## src/rtl/branch_comp_if.sv

```systemverilog
// Operand/condition bundle and flag outputs of the branch comparator.
// Carries taken_cnt only when BRANCHCOMP_STATS_EN is defined.
interface branch_comp_if #(
  parameter int WIDTH = 1
);
  logic [WIDTH-1:0] a;
  logic [WIDTH-1:0] b;
  logic [2:0]       funct;
  logic             valid_in;
  logic             result;
  logic             taken;
  logic             valid_q;
  logic             taken_q;
  logic             eq_q;
  logic             lt_q;
  logic             ltu_q;
  logic             illegal_q;
`ifdef BRANCHCOMP_STATS_EN
  logic [15:0]      taken_cnt;
`endif

  modport master (
    output a, b, funct, valid_in,
    input  result, taken, valid_q, taken_q,
    input  eq_q, lt_q, ltu_q, illegal_q
`ifdef BRANCHCOMP_STATS_EN
    , input taken_cnt
`endif
  );

  modport slave (
    input  a, b, funct, valid_in,
    output result, taken, valid_q, taken_q,
    output eq_q, lt_q, ltu_q, illegal_q
`ifdef BRANCHCOMP_STATS_EN
    , output taken_cnt
`endif
  );
endinterface

```

## src/rtl/branch_comp.sv

```systemverilog
// Branch comparator: eq/lt/ltu resolve, funct-selected taken, registered flags.
// Optional saturating taken counter under BRANCHCOMP_STATS_EN.
module branch_comp #(
  parameter int WIDTH = 1
) (
  input logic        clk,
  input logic        rst_n,
  branch_comp_if.slave bus
);
  logic [WIDTH-1:0] a;
  logic [WIDTH-1:0] b;
  logic eq, lt, ltu, tk, ill;

  assign a = bus.a;
  assign b = bus.b;

  always_comb begin
    eq  = (a == b);
    lt  = $signed(a) < $signed(b);
    ltu = a < b;
    tk  = 1'b0;
    ill = 1'b0;
    case (bus.funct)
      3'b000:  tk = eq;
      3'b001:  tk = !eq;
      3'b100:  tk = lt;
      3'b101:  tk = !lt;
      3'b110:  tk = ltu;
      3'b111:  tk = !ltu;
      default: ill = 1'b1;
    endcase
  end

  assign bus.result = eq;
  assign bus.taken  = tk;

  logic vld_q, tk_q, eq_q, lt_q, ltu_q, ill_q;

  // Flags hold between captures; only the valid strobe drops.
  always_ff @(posedge clk) begin
    if (!rst_n) begin
      vld_q <= 1'b0;
      tk_q  <= 1'b0;
      eq_q  <= 1'b0;
      lt_q  <= 1'b0;
      ltu_q <= 1'b0;
      ill_q <= 1'b0;
    end else if (bus.valid_in) begin
      vld_q <= 1'b1;
      tk_q  <= tk;
      eq_q  <= eq;
      lt_q  <= lt;
      ltu_q <= ltu;
      ill_q <= ill;
    end else begin
      vld_q <= 1'b0;
    end
  end

  assign bus.valid_q   = vld_q;
  assign bus.taken_q   = tk_q;
  assign bus.eq_q      = eq_q;
  assign bus.lt_q      = lt_q;
  assign bus.ltu_q     = ltu_q;
  assign bus.illegal_q = ill_q;

`ifdef BRANCHCOMP_STATS_EN
  logic [15:0] cnt_q;
  logic [15:0] cnt_d;

  always_comb begin
    cnt_d = cnt_q;
    if (bus.valid_in && tk && (cnt_q != 16'hFFFF))
      cnt_d = cnt_q + 16'd1;
  end

  always_ff @(posedge clk) begin
    if (!rst_n) cnt_q <= 16'd0;
    else        cnt_q <= cnt_d;
  end

  assign bus.taken_cnt = cnt_q;
`endif
endmodule

```

## src/flat_wrapper.sv

```systemverilog
// flat-port wrapper written by rule: the top's interface ports become plain ports
module branch_comp_flat 
#(
  parameter int WIDTH = 1
)
  (clk, rst_n, bus_a, bus_b, bus_funct, bus_valid_in, bus_result, bus_taken, bus_valid_q, bus_taken_q, bus_eq_q, bus_lt_q, bus_ltu_q, bus_illegal_q);
  branch_comp_if #(.WIDTH(WIDTH)) bus_i ();
  input logic clk;
  input logic rst_n;
  input wire logic [$bits(bus_i.a)-1:0] bus_a;
  input wire logic [$bits(bus_i.b)-1:0] bus_b;
  input wire logic [$bits(bus_i.funct)-1:0] bus_funct;
  input wire logic [$bits(bus_i.valid_in)-1:0] bus_valid_in;
  output wire logic [$bits(bus_i.result)-1:0] bus_result;
  output wire logic [$bits(bus_i.taken)-1:0] bus_taken;
  output wire logic [$bits(bus_i.valid_q)-1:0] bus_valid_q;
  output wire logic [$bits(bus_i.taken_q)-1:0] bus_taken_q;
  output wire logic [$bits(bus_i.eq_q)-1:0] bus_eq_q;
  output wire logic [$bits(bus_i.lt_q)-1:0] bus_lt_q;
  output wire logic [$bits(bus_i.ltu_q)-1:0] bus_ltu_q;
  output wire logic [$bits(bus_i.illegal_q)-1:0] bus_illegal_q;
  assign bus_i.a = bus_a;
  assign bus_i.b = bus_b;
  assign bus_i.funct = bus_funct;
  assign bus_i.valid_in = bus_valid_in;
  assign bus_result = bus_i.result;
  assign bus_taken = bus_i.taken;
  assign bus_valid_q = bus_i.valid_q;
  assign bus_taken_q = bus_i.taken_q;
  assign bus_eq_q = bus_i.eq_q;
  assign bus_lt_q = bus_i.lt_q;
  assign bus_ltu_q = bus_i.ltu_q;
  assign bus_illegal_q = bus_i.illegal_q;
  branch_comp #(.WIDTH(WIDTH)) u_core (.clk(clk), .rst_n(rst_n), .bus(bus_i));
endmodule
```

## config.mk

```make
export PLATFORM = sky130hd
export DESIGN_NAME = branch_comp_flat
export DESIGN_NICKNAME = d
export VERILOG_FILES = /design/src/rtl/branch_comp_if.sv /design/src/rtl/branch_comp.sv /design/src/flat_wrapper.sv
export SDC_FILE = /design/constraint.sdc
export NUM_CORES = 1
export LEC_CHECK = 0
export BUFFER_PORTS_ARGS = -buffer_cell sky130_fd_sc_hd__buf_2
export CORE_AREA = 2 2 39 41
export DETAILED_ROUTE_END_ITERATION = 12
export DIE_AREA = 0 0 41 43
export GPL_ROUTABILITY_DRIVEN = 0
export HOLD_SLACK_MARGIN = 0.05
export PLACE_DENSITY = 0.47
export SYNTH_ARGS = -nofsm -noshare
export SYNTH_HDL_FRONTEND = slang
export SYNTH_SLANG_ARGS = --single-unit
```

## constraint.sdc

```tcl
create_clock -name clk -period 0.9 [get_ports clk]
set_input_delay 0.09 -clock clk [delete_from_list [all_inputs] [get_ports clk]]
set_output_delay 0.09 -clock clk [all_outputs]
set_load 0.01 [all_outputs]
```

==> impl_metrics.toml <==
[status]
outcome = "finished, violations left"
violations = "negative setup slack"

[clock_tree]
clockBufferDepth = 2
cts_buffers = 3
cts_tree = "done"
cts-root-buf = "clkbuf_4"
htreeDepth = 1
cts_hold_buf = 0
clkTransAtPathRegs_ps = 40
clk_latency_ps = 240
cts.sinks = 6

[timing]
fin_ws_ps = -222
worst_pin_slew_ps = 217
min_period_over_period = 1.25
maxSlewHeadroom = 0.855
setup_viol = 2
skew_ps = 0
fmax_mhz = 891
rsz0062_at_grt = "true"
period_minus_slack_ps = 1120
finalHoldViolCount = 0
finalSetupTns_ps = -226
drv_slew = 0

[cells_and_area]
ff_latch_area_um2 = 120
final_common_cell = "buf_2"
drive_gt1_frac = 0.509
area_delta_synth_final_pct = 65.4
fin_util = 0.359
fin_cells = 71
multi_input_area_um2 = 180
nets = 67
n_antenna_cell = 0
mostFrequentLayoutCells = "13 x buf_2, 7 x buf_4, 6 x dfxtp_1"
nFillCells = 147

[critical_path]
end_kind = "output pin"
start_kind = "primary input"
path_cells = "buf_8 > inv_4 > ha_4 > xor2_1 > a22oi_1 > nand2_1 > buf_2"
crit_family = "buffers and inverters"
reg2reg_slack_ps = 300
reg2reg_depth = 2
r2r_end = "u_core.bus.taken_q$_SDFFE_PN0P_"
cp_max_fo = 2
crit_slowest_cell = "a22oi_1"
path_buf_inv = 3
r2r-start = "u_core.bus.taken_q$_SDFFE_PN0P_"
cp_slowest_stage_delay_ps = 230
required_ps = 810
cp.arrival_ps = 1030
path_class = "primary input to output pin"

[logic_synthesis]
synth-edff-count = 0
synth_seq_cells = 6
synth_ff_type = "dfxtp_1"
syn-num-nets = 41
synthArstFlopShare = 0
synth_cell_type_count = 18
synth.avg_cell_area_um2 = 9.69
ys_warn_count = 0
syn_area_um2 = 300
syn_inst = 31
ys_seq_area_frac = 0.400

[global_routing]
grt_pass1_wl_um = 1120
gr-usage-all-layers = 0.0946
grt_antenna_before_repair = 0
grt-ovfl-total = 0
grt_max_degree = 9
grt_pass1_vias = 293

[floorplanning]
fp.dieH_um = 43
io_pins = 16
start_util = 0.217
rows = 14
dieArea_mm2 = 0.00176
coreArea_mm2 = 0.00138
die_x_um = 41

[detailed_routing]
drc_errors = 0
drt_iter0_markers = 1
wl_um = 649
avgRoutedWirePerCell_um = 9.14
first_pass_iters = 3
antenna_left = 0
viasPerCell = 4.04
vias = 287

[hold_path]
hp-start = "rst_n"
min_path_cells = 2
worst_hold_path.endpoint = "u_core.bus.valid_q$_SDFF_PN0_"
hold_class = "primary input to flip-flop"

[placed_design]
dp_hpwl_um = 520
post-place-ws_ps = -235
dp.cells = 67
port_buffers = 15

[power]
power.ir.vdd_worst_uv = 1130
finalPower_mw = 0.691
power_density_mw_per_mm2 = 1390
p_leak_nw = 0.257

[run]
drv_cap = 0
[flip-flops by register name, indices dropped and copies added, names as in the netlist]
name                  count
u_core.bus.valid_q        1
u_core.bus.lt_q           1
u_core.bus.taken_q        1
u_core.bus.illegal_q      1
u_core.bus.eq_q           1
u_core.bus.ltu_q          1
[worst max-delay path by stage]
stage | from | end | slack, ps | cells past startpoint
after floorplan | bus_b | u_core.bus.taken_q$_SDFFE_PN0P_ | 2 | 5
after global placement | bus_a | bus_taken | -220 | 6
after detailed placement | bus_a | bus_taken | -230 | 6
after CTS | bus_b | bus_taken | -210 | 7
after global routing | bus_b | bus_taken | -270 | 7
final | bus_b | bus_taken | -220 | 7
[final cells by class]
| cell class | instances | area share |
|---|---|---|
| Sequential cell | 6 | 0.242 |
| Inverter | 2 | 0.0202 |
| Tap cell | 16 | 0.0403 |
| Clock buffer | 3 | 0.0453 |
| Multi-Input combinational cell | 22 | 0.363 |
| Timing Repair Buffer | 22 | 0.290 |
[cells by family (layout without fill, tap and decap cells)]
logic type	after synthesis	count (layout)	synth area share
AOI/OAI and AO/OA	4	4	0.0875
xor gates and xnor gates	3	3	0.0875
adders and majority gates	2	2	0.0833
buffers and inverters	3	27	0.0417
DFF	6	6	0.400
muxes	3	3	0.100
and+or+nand+nor	10	10	0.200
[where the power goes]
part / leakage (nW) / internal [mW] / switching [mW]
sequential: 0.0494 / 0.282 / 0.00529
clock: 0.0138 / 0.150 / 0.0840
combinational: 0.194 / 0.0966 / 0.0739
[cell usage after synthesis, types with 2 or more instances]
cell type  count  share of area
dfxtp_1        6           0.40
ha_1           2          0.083
inv_1          2          0.025
mux2i_1        3           0.10
nor2b_1        3          0.063
xor2_1         3          0.088
[worst reg2reg max path, stage by stage (launching register included)]
cell     delay [ps]
dfxtp_1         300
o21ai_0         130
a31oi_1          50
[through the flow]
stage | instance area, um2 | hold WS [ps]
final | 497 | 133
after global routing | 497 | 153
after CTS | 502 | 122
after detailed placement | 448 | 372
after global placement | 448 | 377
after floorplan | 313 | 217
[what timing repair did]
action                                  in CTS  in global routing
buffers inserted                             3                  0
endpoints found under the hold margin        0                  0
pin swaps                                    4                  4
gates resized for setup                      2                  3
endpoints found under the setup margin       1                  2
[metal layers]
metal / track usage / up-vias / part of all wire
met1: 0.110 / 121 / 0.46
met3: 0.0838 / 0 / 0.14
li1: - / 152 / -
met4: 0 / 0 / 0
met2: 0.138 / 14 / 0.40
met5: 0 / - / 0
Note: power is estimated with default switching activity, not from simulation.
